[src/rtl/pipe_pkg.sv]
// pipe_pkg: shared state encoding and flush-pattern helper for elastic pipeline stages
package pipe_pkg;

   typedef enum logic [1:0] {ST_EMPTY, ST_ONE, ST_FULL} stage_state_t;

   localparam logic [31:0] DEBUG_PATTERN = 32'h2A2A_2A2A;
   localparam int FILL_MAX = 1024;

   // Each lane gets the pattern truncated or zero-extended to the lane width
   function automatic logic [FILL_MAX-1:0] pattern_fill(input int unsigned width,
                                                        input int unsigned lanes,
                                                        input logic [31:0] pat = DEBUG_PATTERN);
      logic [FILL_MAX-1:0] lane;
      logic [FILL_MAX-1:0] r;
      lane = FILL_MAX'(pat) & ((FILL_MAX'(1) << width) - FILL_MAX'(1));
      r = '0;
      for (int unsigned l = 0; l < lanes; l++) r |= lane << (l * width);
      return r;
   endfunction

endpackage

[src/rtl/pipe_slot.sv]
// pipe_slot: one stage entry; clear has priority and refills data with the debug pattern
module pipe_slot #(
   parameter int W = 32,
   parameter int SIDE_W = 1,
   parameter logic [W-1:0] FILL = '0
) (
   input  logic              clk,
   input  logic              load,
   input  logic              clear,
   input  logic [W-1:0]      in_data,
   input  logic [SIDE_W-1:0] in_side,
   output logic              valid,
   output logic [W-1:0]      data,
   output logic [SIDE_W-1:0] side
);

   always_ff @(posedge clk) begin
      if (clear) begin
         valid <= 1'b0;
         data  <= FILL;
         side  <= '0;
      end else if (load) begin
         valid <= 1'b1;
         data  <= in_data;
         side  <= in_side;
      end
   end

endmodule

[src/rtl/elastic_pipe_stage.sv]
// elastic_pipe_stage: handshaked pipeline register with flush, stall and optional skid entry
module elastic_pipe_stage import pipe_pkg::*; #(
   parameter int DATA_W = 32,
   parameter int LANES = 3,
   parameter int SIDE_W = 1,
   parameter int SKID = 1,
   parameter logic [31:0] FLUSH_PATTERN = DEBUG_PATTERN
) (
   input  logic                    CLK,
   input  logic                    RST,
   input  logic                    In_Valid,
   output logic                    In_Ready,
   input  logic [LANES*DATA_W-1:0] In_Data,
   input  logic [SIDE_W-1:0]       In_Side,
   input  logic                    Flush,
   input  logic                    Stall_En,
   output logic                    Out_Valid,
   input  logic                    Out_Ready,
   output logic [LANES*DATA_W-1:0] Out_Data,
   output logic [SIDE_W-1:0]       Out_Side,
   output logic [1:0]              Occupancy
);

   localparam int W = LANES * DATA_W;
   localparam logic [FILL_MAX-1:0] FILL_ALL = pattern_fill(DATA_W, LANES, FLUSH_PATTERN);
   localparam logic [W-1:0] FILL = FILL_ALL[W-1:0];

   stage_state_t      state;
   logic              kill, in_xfer, out_xfer;
   logic              head_valid, head_load, head_clear, skid_valid;
   logic [W-1:0]      skid_data, head_din;
   logic [SIDE_W-1:0] skid_side, head_sin;

   assign kill     = RST || Flush;
   assign in_xfer  = In_Valid && In_Ready;
   assign out_xfer = head_valid && Out_Ready && !Stall_En;

   // When FULL the skid entry refills the head, preserving FIFO order
   assign head_load  = (in_xfer && (state == ST_EMPTY || out_xfer)) || (state == ST_FULL && out_xfer);
   assign head_clear = kill || (state == ST_ONE && out_xfer && !in_xfer);
   assign head_din   = state == ST_FULL ? skid_data : In_Data;
   assign head_sin   = state == ST_FULL ? skid_side : In_Side;

   pipe_slot #(.W(W), .SIDE_W(SIDE_W), .FILL(FILL)) u_head (
      .clk(CLK), .load(head_load), .clear(head_clear), .in_data(head_din), .in_side(head_sin),
      .valid(head_valid), .data(Out_Data), .side(Out_Side)
   );

   assign Out_Valid = head_valid;
   assign Occupancy = {1'b0, head_valid} + {1'b0, skid_valid};

   generate
      if (SKID != 0) begin : g_skid
         logic skid_load, skid_clear;
         assign skid_load  = in_xfer && state == ST_ONE && !out_xfer;
         assign skid_clear = kill || (state == ST_FULL && out_xfer);
         pipe_slot #(.W(W), .SIDE_W(SIDE_W), .FILL(FILL)) u_skid (
            .clk(CLK), .load(skid_load), .clear(skid_clear), .in_data(In_Data), .in_side(In_Side),
            .valid(skid_valid), .data(skid_data), .side(skid_side)
         );
         always_ff @(posedge CLK) begin
            if (kill) begin
               state    <= ST_EMPTY;
               In_Ready <= 1'b1;
            end else begin
               case (state)
                  ST_EMPTY: if (in_xfer) state <= ST_ONE;
                  ST_ONE: begin
                     if (in_xfer && !out_xfer) begin
                        state    <= ST_FULL;
                        In_Ready <= 1'b0;
                     end else if (!in_xfer && out_xfer) state <= ST_EMPTY;
                  end
                  ST_FULL: begin
                     if (out_xfer) begin
                        state    <= ST_ONE;
                        In_Ready <= 1'b1;
                     end
                  end
                  default: begin
                     state    <= ST_EMPTY;
                     In_Ready <= 1'b1;
                  end
               endcase
            end
         end
      end else begin : g_single
         assign skid_valid = 1'b0;
         assign skid_data  = FILL;
         assign skid_side  = '0;
         assign state      = head_valid ? ST_ONE : ST_EMPTY;
         assign In_Ready   = !head_valid || (Out_Ready && !Stall_En);
      end
   endgenerate

   a_no_fill_when_full: assert property (@(posedge CLK) disable iff (RST) !(in_xfer && state == ST_FULL));
   a_hold_stable: assert property (@(posedge CLK)
      (Out_Valid && !(Out_Ready && !Stall_En) && !kill) |=> $stable(Out_Data));

endmodule

[config.mk]
export PLATFORM = sky130hd
export DESIGN_NAME = elastic_pipe_stage
export DESIGN_NICKNAME = d
export VERILOG_FILES = /design/src/rtl/pipe_pkg.sv /design/src/rtl/pipe_slot.sv /design/src/rtl/elastic_pipe_stage.sv
export SDC_FILE = /design/constraint.sdc
export NUM_CORES = 1
export LEC_CHECK = 0
export BUFFER_PORTS_ARGS = -buffer_cell sky130_fd_sc_hd__buf_2
export CAP_MARGIN = 40
export CELL_PAD_IN_SITES_DETAIL_PLACEMENT = 1
export CELL_PAD_IN_SITES_GLOBAL_PLACEMENT = 2
export CORE_MARGIN = 10
export CORE_UTILIZATION = 30
export DETAILED_ROUTE_END_ITERATION = 6
export PLACE_DENSITY = 0.83
export SLEW_MARGIN = 20
export SYNTH_ARGS = -nofsm -noshare
export SYNTH_HDL_FRONTEND = slang
export SYNTH_SLANG_ARGS = --single-unit
[constraint.sdc]
create_clock -name CLK -period 3 [get_ports CLK]
set_input_delay 0.3 -clock CLK [delete_from_list [all_inputs] [get_ports CLK]]
set_output_delay 0.3 -clock CLK [all_outputs]
set_load 0.01 [all_outputs]
# Word level (Yosys, flattened, before mapping)
# Cells that the tools add are included.
# word_totals
inputBits,103
mem_bits_rw,0
mem_count,0
output_inout_bits,101
latch_bits,0
mem_bits_ro,0
regBits,199
wordCells,48
# op_classes
n_addsub,1
mul,0
n_lt_le_gt_ge,0
muxes,10
div_mod_pow,0
shifts,0
n_eq_ne,6
reduce_logical,22
n_bitwise,1
# ops
op,count
$mux W96,1
$logic_and A1 B1 Y1,11
$mux W2,4
$pmux W2 S3,1
$reduce_and A3 Y1,2
$logic_or A1 B1 Y1,5
$ne A2 B2 Y1 const B,2
$logic_not A1 Y1,3
$mux W1,3
$ne A3 B1 Y1 const B,1
$pmux W1 S3,1
$add A1 B1 Y2,1
$eq A2 B1 Y1 const B,1
$eq A2 B2 Y1 const B,1
$logic_not A2 Y1,1
$ne A2 B1 Y1 const B,1
$not A1 Y1,1

# Depth between registers and ports, before layout
# depth
depth_word,6
ltp_mapped,8
mapped_depth_nobuf,4

# By module
# A second synthesis with hierarchy kept.
# unflattened
cells_unflattened,777
hier_area_um2,8580.7
# modules_own_cells
mod,area_per_inst_um2,instances,cells_each,seq_area_each_um2
pipe_slot,3568.4,2,320,1961.9
elastic_pipe_stage,1443.9,1,137,60.1

# Worst setup path after synthesis
# No wires, ideal clock.
# synth_timing
path_kind,register to register
from,register u_head.valid
to,register u_head.data[59]
n_path_buf,3
stages_incl_launch_ff,8
setup_ns,0.142
setup_slack_ns,1.311
synth_period_minus_slack_ns,1.689
arrival_time_ns,1.547
required_ns,2.858
cell_sequence,dfxtp_1 -> nand4b_1 -> a21oi_2 -> or2_1 -> buf_6 -> buf_6 -> buf_6 -> a31oi_4
# synth_between
elab_chain_cells,5
word_cells_on_any_way,9
classes_between,reduce/logical (9)
# synth_rtl
element,line_no,text
from (decl),pipe_slot.sv:12,"output logic valid,"
from (signal assigned),pipe_slot.sv:19,valid <= 1'b0;
from (signal assigned),pipe_slot.sv:23,valid <= 1'b1;
$logic_and A1 B1 Y1 (*) (2 in series),elastic_pipe_stage.sv:36,assign out_xfer = head_valid && Out_Ready && !Stall_En;
$logic_or A1 B1 Y1 or $logic_and A1 B1 Y1 (tied branches),"elastic_pipe_stage.sv:39, elastic_pipe_stage.sv:40",
"$logic_and A1 B1 Y1, on equally long branches","elastic_pipe_stage.sv:39, elastic_pipe_stage.sv:40",
"$logic_or A1 B1 Y1, on equally long branches","elastic_pipe_stage.sv:39, elastic_pipe_stage.sv:40",
to (signal assigned),pipe_slot.sv:24,data <= in_data;
to (decl),pipe_slot.sv:13,"output logic [W-1:0] data,"
# Every way passes the cells marked *; elsewhere a longest branch is shown, timed or not.
# A chain may end at the register's enable or synchronous reset.

# Final worst setup path
# layout_timing
from,register state[0]
to,register u_head.data[49]
# layout_between
elab_chain_cells,4
word_cells_on_any_way,11
classes_between,eq/ne (2); mux (1); reduce/logical (8)
# layout_rtl
element,line_no,text
from (decl),elastic_pipe_stage.sv:28,stage_state_t state;
from (signal assigned),elastic_pipe_stage.sv:63,state <= ST_EMPTY;
from (signal assigned),elastic_pipe_stage.sv:67,ST_EMPTY: if (in_xfer) state <= ST_ONE;
from (signal assigned),elastic_pipe_stage.sv:70,state <= ST_FULL;
$eq A2 B1 Y1 or $logic_not A2 Y1 (tied branches),"elastic_pipe_stage.sv:40, elastic_pipe_stage.sv:39",
$logic_and A1 B1 Y1 or $logic_or A1 B1 Y1 (tied branches),"elastic_pipe_stage.sv:40, elastic_pipe_stage.sv:39",
"$logic_and A1 B1 Y1, on equally long branches","elastic_pipe_stage.sv:40, elastic_pipe_stage.sv:39",
"$logic_or A1 B1 Y1, on equally long branches","elastic_pipe_stage.sv:40, elastic_pipe_stage.sv:39",
# Parallel ways exist; a longest one is shown, timed or not.

==> impl_results.md <==
* Status: finished, final reports clean
* TNS Setup at 0 ns
* YS warnings at 0
* Total CTS buffers at 17
* Critical Path AT at 2.41 ns
* P_leak at 0.004531 uW
* Slew Limit Fails at 0
* DP Area at 9719 sq um
* Hold-fix buffers, CTS at 0
* Vias at between 7000 and 8000
* IO Pins at roughly 200
* Die height at 186.5 microns
* Clock skew at 0.01687 ns
* Setup crit end kind: flip-flop
* Endpoints failing hold at 0
* R2r setup slk at between 0.8 and 0.9 ns
* Worst Tran Pin Value at 0.7891 ns
* Vias in the first global route at 7461
* Power density of the placed cells at 551.8 nW/um^2
* Longest Clk Path Bufs at 2
* Finished Core Util at 0.3798
* Post-Syn Nets at 1007
* Min Clock Period, post-route at 2.129 ns
* Worst Setup Start Kind: flip-flop
* Worst min-delay path class: in -> reg
* Final instance area at around 10000 sq um
* Initial Util at 0.3067
* Area contributors post-synth: dfxtp_1, mux2i_1, nand2_1, a211oi_1, a21oi_1
* Synth-to-Final Area Change at 23.84%
* Cell Area, Synth at just over 8000 sq um
* Leading area contributor after synthesis: dfxtp_1
* Post-synth cell types at 32
* Max_cap viols at 0
* Drt first pass iters at 4
* Final setup fails at 0
* Max Clk Rate at 0.4696 GHz
* Seq/Total Area, Yosys at 0.4793
* Top-area cell type share of the netlist area at 0.4793
* CTS clk-pin slew, worst paths at approximately 0.080 ns
* ANT nets after route at 0
* Drt initial violations at 301
* GRT Total Usage at 0.1536
* Fill cells at 3234
* Total core area at 27100 sq um
* Initial antenna violation count at 4
* RD Place Congestion at 0.7067
* Syn Inst Count at between 900 and 1000
* Worst rel slew slack at 0.4727
* Die Wd at 186.5 microns
* RSZ-0062 raised after global routing: no
* TritonCTS clock tree: done
* CTS Sinks at between 150 and 200
* Number of gates resized after cts at 0
* Final HPWL DP at 18490 microns
* Die footprint at 34760 sq um
* Tcrit/Tclk final at 0.7098
* CTS HTree Levels at 4
* First-pass GRT wire length at 43590 microns
* Clk Tree Root Cell: clkbuf_16
* Setup CP Type: reg -> reg
* Setup bufs post-CTS at 0
* DRC at 0
* Avg Inst Size Synth at 9.205 sq um
* Port bufs at 203
* Drt wl/cell at about 19 microns
* Yosys reg bits at 199
* Worst skew pair latency at 0.44 ns
* # rows at 60
* Crit-path max FO at 29
* Worst Path Required at 3.28 ns
* WL final at 27350 microns
* Share of layout cells above drive strength 1 at 0.2825
* Avg Vias per Cell at 4.938
* Grt total ovfl at 0
* Largest net degree at the start of global routing at 100
* Nets at 1167
* Worst vdd ir at 296.8 uV
-- power by group --
group	total [uW]	internal [uW]	switching, uW	leakage [uW]
registers	2760	2720	45.5	0.00162
logic	662	255	407	0.00264
clock network	2260	1110	1150	0.000276
total	5680	4080	1600	0.00453
-- synth_stat cells (all sizes together) --
library cell and number:
buf 39, dfxtp 199, a211oi 61, or3b 1, nor2 10, nor3 63
o21ai 2, o21a 1, and2 2, o31ai 1, nand2b 2, a21oi 64
nand3b 2, a31oi 37, ha 1, nand2 194, nor3b 1, mux2i 97
or2 3, nand3 37, and3b 1, nor4 36, nand4b 1, clkbuf 48
-- registers in the layout, indices dropped and copies added (netlist names) --
name / cells
u_head.valid: 1
u_head.side: 1
state: 2
g_skid.u_skid.valid: 1
In_Ready: 1
u_head.data: 96
g_skid.u_skid.side: 1
g_skid.u_skid.data: 96
-- placed cells by master (no fill, tap or decap), types with 2 or more instances in the layout --
cell,synthesis,layout
nor4_1,36,36
inv_6,0,5
diode_2,0,3
clkinv_4,0,3
dfxtp_1,199,199
nand2_1,194,194
buf_12,0,9
buf_2,30,203
or2_2,2,2
nor2_1,10,8
inv_8,0,2
buf_4,3,16
a31oi_4,10,10
clkinv_8,0,2
a31oi_1,7,7
nor3_1,63,63
a211oi_1,61,61
a21oi_1,63,63
nand3_1,37,37
mux2i_1,97,97
clkbuf_16,0,17
a31oi_2,20,20
and2_4,2,2
-- metal layers --
layer / track usage / wire [microns] / up-vias
met5: 0 / 13 / -
met4: 0.04591 / 535 / 2
met3: 0.04041 / 1212 / 24
met2: 0.2493 / 12620 / 145
met1: 0.1954 / 12960 / 3459
li1: - / - / 3535
-- kinds of logic (layout without fill, tap and decap cells) --
| kind of cell | Yosys count | in the layout | share of synthesized area |
|---|---|---|---|
| AO/OA/AOI/OAI | 166 | 166 | 0.1597 |
| adder cells (fa/ha/maj) | 1 | 1 | 0.001505 |
| buffers and inverters | 87 | 260 | 0.05058 |
| flip-flops | 199 | 199 | 0.4793 |
| multiplexers | 97 | 97 | 0.1168 |
| other | 0 | 3 | 0 |
| AND/OR/NAND/NOR | 353 | 353 | 0.1921 |
-- critical path, cell delays in order, from the launching register on --
cell	delay, ns
dfxtp_1	0.49
nand2b_4	0.57
buf_4	0.54
mux2i_1	0.25
a31oi_1	0.09
-- worst paths after layout --
path / startpoint / to / cells past startpoint
min reg2reg: g_skid.u_skid.data[10] / g_skid.u_skid.data[10] / 2
min: In_Data[77] / g_skid.u_skid.data[77] / 3
max: state[0] / u_head.data[49] / 4
max reg2reg: state[0] / u_head.data[49] / 4
-- stage by stage --
stage	hold slack, ns	power [uW]	instances	setup slack [ns]
final	0.08571	5680	1451	0.8705
after global routing	0.08539	5922	1449	0.6821
after CTS	0.06987	5760	1448	0.8194
after detailed placement	0.4461	3499	1416	0.7782
after global placement	0.4405	3486	1416	0.8038
after floorplan	0.4238	3197	903	1.311
-- final cells by class --
class	count	area, sq um	share of cell area
Multi-Input combinational cell	617	3954	0.3841
Timing Repair Buffer	228	1316	0.1279
Antenna cell	3	7.507	0.0007293
Clock inverter	14	137.6	0.01337
Sequential cell	199	3984	0.3870
Tap cell	372	465.4	0.04522
Clock buffer	18	429.2	0.04169
Power figures use the tool's default switching activity.
